$ cat src/rtl/trap_csr_pkg.sv
// trap_csr_pkg: shared CSR addresses, mstatus bit positions, cause codes and FSM states
package trap_csr_pkg;
    localparam logic [11:0] CSR_MSTATUS = 12'h300;
    localparam logic [11:0] CSR_MTVEC = 12'h305;
    localparam logic [11:0] CSR_MEPC = 12'h341;
    localparam logic [11:0] CSR_MCAUSE = 12'h342;
    localparam int MIE_BIT = 3;
    localparam int MPIE_BIT = 7;
    localparam logic [7:0] CAUSE_ILLEGAL = 8'h02;
    localparam logic [7:0] CAUSE_ECALL = 8'h08;
    localparam logic [1:0] WDSEL_FROM_CSR = 2'b11;
    typedef enum logic {IDLE, SHADOW} state_t;
endpackage

$ cat src/rtl/trap_csr_unit_csr_file.sv
// trap_csr_unit_csr_file: machine CSRs with trap/mret update, read mux and masked-OR set port
module trap_csr_unit_csr_file
    import trap_csr_pkg::*;
#(
    parameter logic [31:0] MTVEC_RST = 32'h0000_0100
) (
    input  logic        clk,
    input  logic        rst,
    input  logic        trap,
    input  logic [31:0] trap_epc,
    input  logic [31:0] trap_cause,
    input  logic        mret,
    input  logic        set_en,
    input  logic [11:0] addr,
    input  logic [31:0] mask,
    output logic [31:0] rdata,
    output logic        mie,
    output logic [31:0] mtvec,
    output logic [31:0] mepc
);
    logic        mpie;
    logic [31:0] mcause;
    logic [31:0] mstatus;

    assign mstatus = {24'b0, mpie, 3'b0, mie, 3'b0};
    assign rdata = addr == CSR_MSTATUS ? mstatus :
                   addr == CSR_MTVEC   ? mtvec   :
                   addr == CSR_MEPC    ? mepc    :
                   addr == CSR_MCAUSE  ? mcause  : 32'b0;

    always_ff @(posedge clk) begin
        if (rst) begin
            mie <= 1'b0;
            mpie <= 1'b0;
            mtvec <= {MTVEC_RST[31:2], 2'b00};
            mepc <= 32'b0;
            mcause <= 32'b0;
        end else if (trap) begin
            mpie <= mie;
            mie <= 1'b0;
            mepc <= {trap_epc[31:2], 2'b00};
            mcause <= trap_cause;
        end else if (mret) begin
            mie <= mpie;
            mpie <= 1'b1;
        end else if (set_en) begin
            if (addr == CSR_MSTATUS) begin
                mie <= mie | mask[MIE_BIT];
                mpie <= mpie | mask[MPIE_BIT];
            end
            if (addr == CSR_MTVEC) mtvec <= mtvec | {mask[31:2], 2'b00};
            if (addr == CSR_MEPC) mepc <= mepc | {mask[31:2], 2'b00};
            if (addr == CSR_MCAUSE) mcause <= mcause | mask;
        end
    end
endmodule

$ cat src/rtl/trap_csr_unit.sv
// trap_csr_unit: trap/MRET/CSRRS responder with registered redirect, flush and one-cycle shadow
module trap_csr_unit
    import trap_csr_pkg::*;
#(
    parameter logic [31:0] MTVEC_RST = 32'h0000_0100,
    parameter logic [31:0] MEI_CAUSE = 32'h8000_000B
) (
    input  logic        clk,
    input  logic        rst,
    input  logic        stall,
    input  logic        ex_valid,
    input  logic [31:0] ex_pc,
    input  logic        ex_int_signal,
    input  logic [7:0]  ex_scause,
    input  logic        ex_mret,
    input  logic        ex_csrrs,
    input  logic [11:0] ex_csr_addr,
    input  logic [31:0] ex_csr_mask,
    input  logic        ext_irq,
    output logic [31:0] csr_rdata,
    output logic        redirect_valid,
    output logic [31:0] redirect_pc,
    output logic        flush,
    output logic        mie_o
);
    state_t      state;
    logic        accept;
    logic        take_exc;
    logic        take_irq;
    logic        do_mret;
    logic        do_set;
    logic        redirect;
    logic [31:0] mtvec;
    logic [31:0] mepc;

    assign accept = state == IDLE && ex_valid && !stall;
    assign take_exc = accept && ex_int_signal;
    assign take_irq = accept && !ex_int_signal && ext_irq && mie_o;
    assign do_mret = accept && !ex_int_signal && !take_irq && ex_mret;
    assign do_set = accept && !ex_int_signal && !take_irq && !ex_mret && ex_csrrs && |ex_csr_mask;
    assign redirect = take_exc || take_irq || do_mret;

    trap_csr_unit_csr_file #(.MTVEC_RST(MTVEC_RST)) u_csr (
        .clk(clk),
        .rst(rst),
        .trap(take_exc || take_irq),
        .trap_epc(ex_pc),
        .trap_cause(take_exc ? {24'b0, ex_scause} : MEI_CAUSE),
        .mret(do_mret),
        .set_en(do_set),
        .addr(ex_csr_addr),
        .mask(ex_csr_mask),
        .rdata(csr_rdata),
        .mie(mie_o),
        .mtvec(mtvec),
        .mepc(mepc)
    );

    always_ff @(posedge clk) begin
        if (rst) begin
            state <= IDLE;
            redirect_valid <= 1'b0;
            flush <= 1'b0;
            redirect_pc <= 32'b0;
        end else begin
            state <= redirect ? SHADOW : IDLE;
            redirect_valid <= redirect;
            flush <= redirect;
            if (redirect) redirect_pc <= do_mret ? mepc : mtvec;
        end
    end
endmodule

$ cat config.mk
export PLATFORM = sky130hd
export DESIGN_NAME = trap_csr_unit
export DESIGN_NICKNAME = d
export VERILOG_FILES = /design/src/rtl/trap_csr_pkg.sv /design/src/rtl/trap_csr_unit_csr_file.sv /design/src/rtl/trap_csr_unit.sv
export SDC_FILE = /design/constraint.sdc
export NUM_CORES = 1
export LEC_CHECK = 0
export BUFFER_PORTS_ARGS = -buffer_cell sky130_fd_sc_hd__clkbuf_2
export CORE_MARGIN = 2
export CORE_UTILIZATION = 48
export CTS_BUF_LIST = sky130_fd_sc_hd__clkbuf_16
export CTS_CLUSTER_SIZE = 12
export DETAILED_ROUTE_END_ITERATION = 10
export PLACE_DENSITY_LB_ADDON = 0.05
export SKIP_CTS_REPAIR_TIMING = 1
export SLEW_MARGIN = 5
export SYNTH_ARGS = -nofsm -noshare
export SYNTH_HDL_FRONTEND = slang
export SYNTH_HIERARCHICAL = 1
export SYNTH_SLANG_ARGS = --single-unit
$ cat constraint.sdc
create_clock -name clk -period 2 [get_ports clk]
set_input_delay 0.1 -clock clk [delete_from_list [all_inputs] [get_ports clk]]
set_output_delay 0.1 -clock clk [all_outputs]
set_load 0.02 [all_outputs]
# Word-level counts from Yosys, hierarchy flattened
# Index checks and enable logic that the tools add are counted.
[totals] wordCells=76 regBits=132
[classes] mux=22 n_reduce_logical=32 bitwise=8 eq_ne=5
[op_table] cell="32-bit 2-to-1 mux" count=14
[op_table] cell="32-bit OR" count=3
[op_table] cell="12-bit by 10-bit == test with 1-bit output, second input constant" count=4
[op_table] cell="32-bit OR reduction" count=1
[op_table] cell="1-bit logical AND" count=11
[op_table] cell="2-bit nonzero test" count=5
[op_table] cell="3-bit AND reduction" count=3
[op_table] cell="1-bit 2-to-1 mux" count=8
[op_table] cell="3-bit nonzero test" count=2
[op_table] cell="1-bit zero test" count=4
[op_table] cell="2-bit AND reduction" count=2
[op_table] cell="4-bit AND reduction" count=1
[op_table] cell="1-bit inverter" count=3
[op_table] cell="1-bit logical OR" count=2
[op_table] cell="2-bit by 1-bit inequality test with 1-bit output, second input constant" count=1
[op_table] cell="1-bit OR" count=2
[op_table] cell="2-bit OR reduction" count=1

# Longest topological paths before layout
[depth] word_depth=14 mapped_depth=9 mapped_depth_nobuf=7

# Modules after synthesis
# The synthesis kept the hierarchy.
[by_module_without_submodules] mod="trap_csr_unit_csr_file" seq_area_each_um2=1881.8 n_inst=1 area_per_inst_um2=4254.1 cells_each=460
[by_module_without_submodules] mod="trap_csr_unit" seq_area_each_um2=660.6 n_inst=1 area_per_inst_um2=1707.9 cells_each=144

# Worst setup path after synthesis
# OpenSTA, ideal clock, no wires.
[synth_timing] path_kind="register to register" from="register u_csr.mie" to="register u_csr.mcause[23]" slack_ps=-132 setup_time_ps=132 stages_incl_launch_ff=10 arrival_ps=2000 n_path_buf=3 cell_sequence="dfxtp_1 a21oi_2 buf_2 and3_1 nor2b_1 and4_1 buf_2 buf_2 a211oi_1 nor3_1"
[synth_via] word_cells_on_any_way=13 cone_classes="1 x eq/ne; 1 x mux; 11 x reduce/logical"
[synth_rtl] element="from (decl)" line="trap_csr_unit_csr_file.sv:17" source="output logic mie,"
[synth_rtl] element="from (signal assigned)" line="trap_csr_unit_csr_file.sv:44" source="mie <= mpie;"
[synth_rtl] element="from (signal assigned)" line="trap_csr_unit_csr_file.sv:48" source="mie <= mie | mask[MIE_BIT];"
[synth_rtl] element="1-bit logical AND" line="trap_csr_unit.sv:38" source="assign take_irq = accept && !ex_int_signal && ext_irq && mie_o;"
[synth_rtl] element="1-bit zero test" line="trap_csr_unit.sv:39" source="assign do_mret = accept && !ex_int_signal && !take_irq && ex_mret;"
[synth_rtl] element="1-bit logical AND (2 in a row)" line="trap_csr_unit.sv:39"
[synth_rtl] element="named net do_mret" line="trap_csr_unit.sv:30" source="logic do_mret;"
[synth_rtl] element="2-bit by 1-bit inequality test with 1-bit output (no source line)"
[synth_rtl] element="3-bit AND reduction (no source line)"
[synth_rtl] element="to (signal assigned)" line="trap_csr_unit_csr_file.sv:42" source="mcause <= trap_cause;"
[synth_rtl] element="to (signal assigned)" line="trap_csr_unit_csr_file.sv:53" source="if (addr == CSR_MCAUSE) mcause <= mcause | mask;"
[synth_rtl] element="to (decl)" line="trap_csr_unit_csr_file.sv:22" source="logic [31:0] mcause;"
# The timed path passes the listed nets, and every way through them passes these cells.
# A chain may end at the register's enable or synchronous reset.

==> flow_summary.toml <==
[outcome]
status = "finished with violations"
violations = "hold timing"

[sta]
finalHoldViolCount = 3
max_freq_ghz = 0.523
finClkSkew_ns = 0.00512
maxSlewHeadroom_pct = 47.0
drv_slew = 0
tns_ns = 0
setup_viol = 0
fin_crit_ns = 1.91
hold-worst-slack_ns = -0.0175
post-route-period-util_pct = 95.7
worst_slew_pin_slew_ns = 0.794

[drt]
vias = 5986
drt-wirelength-per-cell_um = 19.4
ant_nets = 0
remaining_drc_errors = 0
wl_mm = 19.7
drtPass1Iterations = 5
via_per_inst = 5.89
drt_iter0_markers = 559

[logic_synthesis]
synth_seq_cells = 127
synth_top_flop_cell = "dfxtp_1"
synth-seq-area-share_pct = 42.6
avgSynthCellArea_sq_um = 9.87
synth-edff-count = 0
netlist_area_sq_um = 5960
synthCells = 604
synth_most_common_cell = "dfxtp_1"
yosysTopAreaCell = "dfxtp_1"
synth_cell_types = 44
async_flop_share_pct = 0
yosysTopAreaCellShare_pct = 42.6
ys_top_cells_by_area = "dfxtp_1 43%, a211oi_1 7.8%, nor2b_1 6.8%"
yosysWarnings = 6
yosys-top-cells-count = "127 x dfxtp_1, 65 x nor2b_1, 64 x nor3_1"

[finish]
num_antenna_cells = 0
drive_gt1_share_pct = 35.5
area_growth_pct = 39.5
nets = 927
final_cell_count_no_fill = 1016

[pwr]
power_density_nw_per_um2 = 824
p_total_mw = 6.85
p_leak_nw = 3.58
vdd_drop_max_mv = 0.509

[setup_path]
critPathSlowestCell = "dfxtp_1"
cp_max_fo = 20
max_stage_delay_ns = 0.35
cp_top_family = "simple AND/OR/NAND/NOR gates"
worst-path-stages = 7
r2r_end = "u_csr/mepc[9]"
path_cells = "nor3b_4, o2111a_1, nor2b_4, and4_4, buf_12, a211oi_1, nor3_1"
crit_end = "u_csr/mepc[9]"
worst-r2r-cell-count = 7
criticalPathCategory = "reg2reg"
required_ns = 2.33
r2r-start = "redirect_valid"
startpoint = "redirect_valid"
critPathLaunchType = "flip-flop"
cp-end-kind = "flip-flop"
critPathArrivalTime_ns = 2.25
path_buf_inv = 1
r2r_setup_slack_ns = 0.09

[clock_network]
clk_path_buf_depth = 2
clk_latency_ns = 0.42
clkTransAtPathRegs_ns = 0.06
cts.htree.levels = 4
root_buffer = "clkbuf_16"
tritoncts = "built"
cts.sinks = 127
cts_buffers = 17

[floorplanning]
die_h_um = 115
die_x_um = 115
initial_utilization_pct = 49.4
io_pins = 159
fp.dieArea_sq_um = 13300
rows = 40
design.core.area_sq_um = 12100

[place]
dpl.hpwl_mm = 12.5
placedCellCount = 954
place.gp.congestion = 0.899
portBuffers = 156

[global_routing]
antenna_found_initial = 0
grt_max_degree = 69
grt_pass1_vias = 5684
grt_usage_pct = 29.0
grt_overflow_total = 0
grt_pass1_wl_mm = 29.8

[worst_hold_path]
hp-class = "in2reg"
hp-start = "ex_pc[6]"

[flow_run]
maxCapViolCount = 0
==> sequential cells by signal, summed over array words and instances (netlist names) <==
| name | cells |
|---|---|
| u_csr/mcause | 32 |
| u_csr/mepc | 30 |
| redirect_valid | 1 |
| u_csr/mtvec | 30 |
| u_csr/mpie | 1 |
| u_csr/mie | 1 |
| redirect_pc | 32 |
==> cell type report <==
type | count | area (sq um)
Tap cell | 168 | 210
Sequential cell | 127 | 2540
Clock buffer | 17 | 425
Timing Repair Buffer | 249 | 1650
Inverter | 30 | 113
Clock inverter | 15 | 249
Multi-Input combinational cell | 410 | 3130
Fill cell | 983 | 3750
==> where the power goes <==
group          switching, mW  leakage (nW)  internal (mW)
sequential            0.0559          1.03           2.61
clock                   1.13         0.336           2.44
combinational          0.341          2.22          0.281
==> metrics by stage <==
step                      utilization [%]  hold slack [ns]  instance area, sq um  setup slack, ns
after floorplan                         -            0.222                  6070          0.00936
after global placement               60.5            0.360                  7290           -0.302
after detailed placement             60.5            0.374                  7290           -0.280
after CTS                            66.1          -0.0712                  7970           -0.241
after global routing                 68.9           0.0155                  8310         -0.00350
final                                68.9          -0.0175                  8310           0.0867
==> layer usage <==
metal	GRT usage, %	part of all wire (%)	routed length (um)	vias to the layer above
met1	39.8	43	8510	2886
met2	45.1	46	9130	296
met5	0	0	0	-
met4	11.8	2.5	484	0
li1	-	-	-	2768
met3	5.60	7.9	1550	36
==> worst min-delay path by stage <==
stage	to	slack [ns]	depth (start not counted)
after floorplan	u_csr/mtvec[31]	0.22	1
after global placement	u_csr/mepc[27]	0.36	3
after detailed placement	u_csr/mepc[20]	0.37	3
after CTS	u_csr/mepc[20]	-0.07	3
after global routing	u_csr/mepc[31]	0.02	3
final	u_csr/mepc[6]	-0.02	3
==> cells by family (layout without fill, tap and decap cells) <==
group	count (synthesis)	in the layout	synth area share (%)
buffers and inverters	93	311	7.81
other	2	27	0.126
flip-flops	127	127	42.6
AO/OA/AOI/OAI	168	169	24.3
AND/OR/NAND/NOR	214	214	25.2
==> tightest hold or removal path, delay by kind of cell <==
| family | cells | cell delay [ns] |
|---|---|---|
| buffers and inverters | 1 | 0.08 |
| and+or+nand+nor | 2 | 0.17 |
==> placed cells by master (no fill, tap or decap), drive strengths merged, types with 3 or more instances in the layout <==
master | synthesis | layout
buf | 34 | 64
nor3 | 64 | 64
nor4b | 3 | 3
inv | 30 | 32
nand3 | 4 | 4
nor4 | 9 | 9
clkbuf | 29 | 173
nand2 | 3 | 3
nor2b | 65 | 65
bufinv | 0 | 7
a211oi | 62 | 62
conb | 2 | 27
and2 | 3 | 3
a21oi | 5 | 6
a221o | 32 | 32
clkinv | 0 | 5
a222oi | 27 | 27
or2 | 6 | 6
nor2 | 3 | 3
and3 | 9 | 9
a22o | 30 | 30
nor3b | 34 | 34
nand4 | 4 | 4
dlygate4sd3 | 0 | 29
dfxtp | 127 | 127
(Power assumes the default switching activity.)
